[src/rtl/reg_file_pkg.sv]
// rtl/reg_file_pkg.sv - shared types and default sizing for the parameterised register file
package reg_file_pkg;

    localparam int DEF_DATA_W   = 32;
    localparam int DEF_ADDR_W   = 5;
    localparam int DEF_N_RD     = 2;
    localparam int DEF_ZERO_REG = 1;

    typedef enum logic [1:0] {
        DUMP_IDLE = 2'd0,
        DUMP_LOAD = 2'd1,
        DUMP_SEND = 2'd2
    } dump_state_t;

endpackage

[src/rtl/reg_file_if.sv]
// rtl/reg_file_if.sv - serial dump stream and control between register file and its consumer
interface reg_file_dump_if #(
    parameter int ADDR_W = reg_file_pkg::DEF_ADDR_W,
    parameter int DATA_W = reg_file_pkg::DEF_DATA_W
);
    logic              dump_start;
    logic              dump_valid;
    logic              dump_ready;
    logic [ADDR_W-1:0] dump_addr;
    logic [DATA_W-1:0] dump_data;
    logic              dump_busy;

    modport master (
        input  dump_start,
        input  dump_ready,
        output dump_valid,
        output dump_addr,
        output dump_data,
        output dump_busy
    );

    modport slave (
        output dump_start,
        output dump_ready,
        input  dump_valid,
        input  dump_addr,
        input  dump_data,
        input  dump_busy
    );
endinterface

[src/rtl/reg_file_dump_fsm.sv]
// rtl/reg_file_dump_fsm.sv - walks every address once, presenting one held beat per register
module reg_file_dump_fsm
    import reg_file_pkg::*;
#(
    parameter int ADDR_W = DEF_ADDR_W,
    parameter int DATA_W = DEF_DATA_W
) (
    input  logic              clk,
    input  logic              reset,
    input  logic              start,
    input  logic              ready,
    input  logic [DATA_W-1:0] load_data,
    output logic [ADDR_W-1:0] ptr,
    output logic              valid,
    output logic              busy,
    output logic [ADDR_W-1:0] addr,
    output logic [DATA_W-1:0] data
);

    localparam logic [ADDR_W-1:0] LAST_PTR = '1;

    dump_state_t       state;
    dump_state_t       state_n;
    logic [ADDR_W-1:0] ptr_n;

    always_ff @(posedge clk) begin
        if (!reset) begin
            state <= DUMP_IDLE;
            ptr   <= '0;
            addr  <= '0;
            data  <= '0;
        end else begin
            state <= state_n;
            ptr   <= ptr_n;
            if (state == DUMP_LOAD) begin
                addr <= ptr;
                data <= load_data;
            end
        end
    end

    always_comb begin
        state_n = state;
        ptr_n   = ptr;
        case (state)
            DUMP_IDLE: begin
                if (start) begin
                    ptr_n   = '0;
                    state_n = DUMP_LOAD;
                end
            end
            DUMP_LOAD: begin
                state_n = DUMP_SEND;
            end
            DUMP_SEND: begin
                // The last register ends the dump instead of letting ptr roll over.
                if (ready) begin
                    if (ptr == LAST_PTR) begin
                        state_n = DUMP_IDLE;
                    end else begin
                        ptr_n   = ptr + 1'b1;
                        state_n = DUMP_LOAD;
                    end
                end
            end
            default: begin
                state_n = DUMP_IDLE;
            end
        endcase
    end

    assign valid = (state == DUMP_SEND);
    assign busy  = (state != DUMP_IDLE);

endmodule

[src/rtl/reg_file_param.sv]
// rtl/reg_file_param.sv - multi-read-port register file with write-first bypass and serial dump
module reg_file_param
    import reg_file_pkg::*;
#(
    parameter int DATA_W   = DEF_DATA_W,
    parameter int ADDR_W   = DEF_ADDR_W,
    parameter int N_RD     = DEF_N_RD,
    parameter int ZERO_REG = DEF_ZERO_REG
) (
    input  logic                     clk,
    input  logic                     reset,
    input  logic                     we,
    input  logic [ADDR_W-1:0]        waddr,
    input  logic [DATA_W-1:0]        wdata,
    input  logic [N_RD-1:0]          ren,
    input  logic [N_RD*ADDR_W-1:0]   raddr,
    output logic [N_RD*DATA_W-1:0]   rdata,
    reg_file_dump_if.master          dump
);

    localparam int DEPTH = 1 << ADDR_W;

    logic [DATA_W-1:0] mem [DEPTH];
    logic              wr_blocked;
    logic [ADDR_W-1:0] dump_ptr;
    logic [DATA_W-1:0] dump_word;
    logic              dump_zero;

    assign wr_blocked = (ZERO_REG != 0) && (waddr == '0);

    always_ff @(posedge clk) begin
        if (!reset) begin
            for (int i = 0; i < DEPTH; i++) begin
                mem[i] <= '0;
            end
        end else if (we && !wr_blocked) begin
            mem[waddr] <= wdata;
        end
    end

    genvar gi;
    generate
        for (gi = 0; gi < N_RD; gi++) begin : g_rd
            logic [ADDR_W-1:0] a;
            logic              zero_hit;
            logic [DATA_W-1:0] word;
            logic [DATA_W-1:0] q;

            assign a        = raddr[gi*ADDR_W +: ADDR_W];
            assign zero_hit = (ZERO_REG != 0) && (a == '0);
            // Write-first: a same-cycle write to the read address wins over storage.
            assign word     = zero_hit              ? '0    :
                              (we && (waddr == a))  ? wdata :
                                                      mem[a];

            always_ff @(posedge clk) begin
                if (!reset) begin
                    q <= '0;
                end else if (ren[gi]) begin
                    q <= word;
                end
            end

            assign rdata[gi*DATA_W +: DATA_W] = q;
        end
    endgenerate

    assign dump_zero = (ZERO_REG != 0) && (dump_ptr == '0);
    assign dump_word = dump_zero                  ? '0    :
                       (we && (waddr == dump_ptr)) ? wdata :
                                                    mem[dump_ptr];

    reg_file_dump_fsm #(
        .ADDR_W (ADDR_W),
        .DATA_W (DATA_W)
    ) u_dump_fsm (
        .clk       (clk),
        .reset     (reset),
        .start     (dump.dump_start),
        .ready     (dump.dump_ready),
        .load_data (dump_word),
        .ptr       (dump_ptr),
        .valid     (dump.dump_valid),
        .busy      (dump.dump_busy),
        .addr      (dump.dump_addr),
        .data      (dump.dump_data)
    );

endmodule

[src/flat_wrapper.sv]
// flat-port wrapper written by rule: the top's interface ports become plain ports
module reg_file_param_flat import reg_file_pkg::*;
#(
    parameter int DATA_W   = DEF_DATA_W,
    parameter int ADDR_W   = DEF_ADDR_W,
    parameter int N_RD     = DEF_N_RD,
    parameter int ZERO_REG = DEF_ZERO_REG
)
  (clk, reset, we, waddr, wdata, ren, raddr, rdata, dump_dump_start, dump_dump_ready, dump_dump_valid, dump_dump_addr, dump_dump_data, dump_dump_busy);
  reg_file_dump_if #(.ADDR_W(ADDR_W), .DATA_W(DATA_W)) dump_i ();
  input  logic clk;
  input  logic reset;
  input  logic we;
  input  logic [ADDR_W-1:0] waddr;
  input  logic [DATA_W-1:0] wdata;
  input  logic [N_RD-1:0] ren;
  input  logic [N_RD*ADDR_W-1:0] raddr;
  output logic [N_RD*DATA_W-1:0] rdata;
  input wire logic [$bits(dump_i.dump_start)-1:0] dump_dump_start;
  input wire logic [$bits(dump_i.dump_ready)-1:0] dump_dump_ready;
  output wire logic [$bits(dump_i.dump_valid)-1:0] dump_dump_valid;
  output wire logic [$bits(dump_i.dump_addr)-1:0] dump_dump_addr;
  output wire logic [$bits(dump_i.dump_data)-1:0] dump_dump_data;
  output wire logic [$bits(dump_i.dump_busy)-1:0] dump_dump_busy;
  assign dump_i.dump_start = dump_dump_start;
  assign dump_i.dump_ready = dump_dump_ready;
  assign dump_dump_valid = dump_i.dump_valid;
  assign dump_dump_addr = dump_i.dump_addr;
  assign dump_dump_data = dump_i.dump_data;
  assign dump_dump_busy = dump_i.dump_busy;
  reg_file_param #(.DATA_W(DATA_W), .ADDR_W(ADDR_W), .N_RD(N_RD), .ZERO_REG(ZERO_REG)) u_core (.clk(clk), .reset(reset), .we(we), .waddr(waddr), .wdata(wdata), .ren(ren), .raddr(raddr), .rdata(rdata), .dump(dump_i));
endmodule
[config.mk]
export PLATFORM = sky130hd
export DESIGN_NAME = reg_file_param_flat
export DESIGN_NICKNAME = d
export VERILOG_FILES = /design/src/rtl/reg_file_pkg.sv /design/src/rtl/reg_file_if.sv /design/src/rtl/reg_file_dump_fsm.sv /design/src/rtl/reg_file_param.sv /design/src/flat_wrapper.sv
export SDC_FILE = /design/constraint.sdc
export NUM_CORES = 2
export LEC_CHECK = 0
export BUFFER_PORTS_ARGS = -buffer_cell sky130_fd_sc_hd__buf_2
export CAP_MARGIN = 40
export CORE_UTILIZATION = 35
export CTS_CLUSTER_DIAMETER = 40
export CTS_CLUSTER_SIZE = 24
export DETAILED_ROUTE_END_ITERATION = 8
export HOLD_SLACK_MARGIN = 0.03
export PLACE_DENSITY = 0.5
export SLEW_MARGIN = 20
export SYNTH_ARGS = -nofsm -noshare
export SYNTH_HDL_FRONTEND = slang
export SYNTH_SLANG_ARGS = --single-unit
export TNS_END_PERCENT = 10
[constraint.sdc]
create_clock -name clk -period 4.13 [get_ports clk]
set_input_delay 0.826 -clock clk [delete_from_list [all_inputs] [get_ports clk]]
set_output_delay 0.826 -clock clk [all_outputs]
set_load 0.005 [all_outputs]
==> results.json <==
{
  "status": "finished, final reports clean",
  "grt_pass1_vias": 46489,
  "coreArea_mm2": 0.191,
  "synth_area_leaders": "edfxtp_1 (46%), mux4_2 (18%), and2_1 (9.3%)",
  "cts_tree": "built",
  "post-cts-setup-buffers": 0,
  "seq_area_mm2": 0.0330,
  "yosysSeqAreaShare_pct": 49.0,
  "cap_violations": 0,
  "crit_path_max_fanout": 24,
  "worstHoldPathType": "primary input to flip-flop",
  "die_area_mm2": 0.194,
  "crit_arrival_ns": 3.82,
  "drtAntennaViolNets": 0,
  "nets": 5149,
  "worstHoldEndpoint": "u_core.u_dump_fsm.state[0]",
  "ioPinCount": 157,
  "yosysWarnings": 0,
  "post-dp-hpwl_mm": 193,
  "vias": 49428,
  "worstSkewPairLatency_ns": 0.84,
  "cp.required_ns": 4.85,
  "cp-start-kind": "flip-flop",
  "fin_worst_skew_ns": 0.0275,
  "cts_htree_levels": 4,
  "final_cell_mix": "edfxtp_1 (1,024), and2_1 (994), mux2i_1 (576)",
  "fmax_mhz": 323,
  "min_delay_path_depth": 2,
  "place_ws_ns": 0.605,
  "synth_top_area_share_pct": 45.7,
  "rsz0062_at_grt": "no",
  "grt_overflow": 0,
  "fillCellCount": 17264,
  "synth_seq_cells": 1137,
  "critPathKind": "flip-flop to flip-flop",
  "tightest_slew_ns": 1.16,
  "synth.distinct_cells": 59,
  "synthArstFlopShare_pct": 0,
  "drt-total-wl_mm": 298,
  "power_leakage_nw": 27.5,
  "cts_hold_buffers": 0,
  "clockBufferDepth": 3,
  "hold_viol": 0,
  "cts.repair.resized": 0,
  "multiInputGateArea_mm2": 0.0326,
  "via_per_inst": 6.34,
  "post-route-util_pct": 41.9,
  "cts_sinks": 1137,
  "irDropWorstVdd_mv": 0.402,
  "finalCriticalPeriod_ns": 3.09,
  "tns_ns": 0,
  "gp_congestion": 0.944,
  "synth_top_cell_by_area": "edfxtp_1",
  "antenna_found_initial": 47,
  "hold_ws_ns": 0.279,
  "cts-buffers-inserted": 191,
  "worst-r2r-setup-slack_ns": 1.04,
  "clk_pin_slew_ns": 0.06,
  "powerDensity_mw_per_mm2": 431,
  "grt_max_degree": 110,
  "grt_use_total_pct": 30.2,
  "drv_slew": 0,
  "drt_iter0_markers": 7220,
  "wl_per_cell_um": 38.2,
  "grt_pass1_wl_mm": 403,
  "portBuffers": 156,
  "reg2reg_depth": 6,
  "dr.pass1.iters": 6,
  "drc": 0,
  "avgSynthCellArea_um2": 13.6,
  "fin_ws_ns": 1.04,
  "hold_start": "reset",
  "die_w_um": 441,
  "synth-edff-count": 1024,
  "final_common_cell": "edfxtp_1",
  "netlist_instances": 4956,
  "worst_setup_path_end_kind": "flip-flop",
  "drive_above_1_share_pct": 27.6,
  "total_power_mw": 34.4,
  "slew_headroom_pct": 22.8,
  "synth_area_mm2": 0.0673,
  "die_height_um": 441,
  "synthToLayoutAreaGrowth_pct": 18.7,
  "num_rows": 160,
  "setup_viol": 0,
  "r2r_end": "u_core.u_dump_fsm.data[22]",
  "cts-root-buf": "clkbuf_16",
  "start_util_pct": 35.3,
  "post-route-period-util_pct": 74.9,
  "synth-main-ff-cell": "edfxtp_1"
}
Yosys cell counts, types with 21 or more instances:
| cell type | number |
|---|---|
| a22o_1 | 42 |
| nor3_1 | 32 |
| buf_4 | 36 |
| mux4_2 | 531 |
| edfxtp_1 | 1024 |
| clkbuf_1 | 380 |
| or3_1 | 33 |
| mux2i_1 | 576 |
| a22oi_1 | 66 |
| dfxtp_1 | 113 |
| and2_1 | 997 |
| buf_2 | 107 |
| a211oi_1 | 64 |
| a221o_1 | 64 |
| nor2b_1 | 49 |
| nand2_1 | 103 |
| a221oi_1 | 74 |
| a2111oi_0 | 21 |
| a211o_1 | 32 |
| a21oi_1 | 116 |
| nor2_1 | 78 |
| o2111a_1 | 21 |
| o21ai_0 | 64 |
| o22ai_1 | 117 |
| nand3_1 | 35 |
| a311oi_1 | 32 |
per-stage QoR:
step | cell area (um2) | instances
after floorplan | 67400 | 4987
after global routing | 79900 | 7776
final | 79900 | 7794
after CTS | 79800 | 7764
after detailed placement | 73100 | 7407
after global placement | 72900 | 7400
layer usage:
metal,vias up,wire [um],global-route usage (%)
met4,12,14500,13.6
met2,3223,132000,45.5
met3,582,32800,8.04
met5,-,102,0
met1,25805,118000,40.5
li1,19806,-,-
worst max path at each step:
stage                                       to  startpoint  slack (ns)
floorplan                    u_core.mem[16][0]    waddr[4]       -0.25
detailed placement        u_core.g_rd[1].q[18]    raddr[5]        0.60
finish              u_core.u_dump_fsm.data[22]   flip-flop        1.04
CTS                 u_core.u_dump_fsm.data[11]   flip-flop        1.05
global placement           u_core.g_rd[0].q[1]    raddr[0]        0.57
global route        u_core.u_dump_fsm.data[12]   flip-flop        1.01
final cells by class:
cell class                      count  share of cell area, %
Sequential cell                  1137                   41.3
Multi-Input combinational cell   3287                   40.8
Clock buffer                      214                   6.38
Timing Repair Buffer              469                   5.49
Tap cell                         2511                   3.93
Clock inverter                    143                   1.99
Antenna cell                       27                 0.0846
Inverter                            6                 0.0297
sequential cells by signal (all words and copies together) (netlist names), named ones only:
register and cells:
u_core.u_dump_fsm.ptr 5, u_core.u_dump_fsm.data 32, u_core.u_dump_fsm.addr 5, u_core.u_dump_fsm.state 2
u_core.g_rd.q 64, u_core.mem 1024
where the power goes:
part / switching (mW) / internal, mW / leakage (nW)
clock network: 6.39 / 10.3 / 3.24
registers: 0.595 / 13.2 / 10.7
logic: 2.38 / 1.59 / 13.5
worst max-delay path, stage by stage (launching register included):
cell and delay [ns]:
dfxtp_4 0.76, buf_12 0.28, buf_4 0.43, mux4_2 0.39, a21oi_1 0.53, a21oi_1 0.16
a221o_1 0.35
cell families after synthesis:
| kind of cell | count (synthesis) | share of synthesized area [%] |
|---|---|---|
| AO/OA/AOI/OAI | 749 | 8.31 |
| XOR/XNOR | 17 | 0.221 |
| adder cells (fa/ha/maj) | 3 | 0.0558 |
| buffers and inverters | 563 | 3.84 |
| flip-flops | 1137 | 49.0 |
| multiplexers | 1111 | 26.5 |
| other | 1 | 0.00557 |
| AND/OR/NAND/NOR | 1375 | 12.0 |
Note: power is estimated with default switching activity, not from simulation.
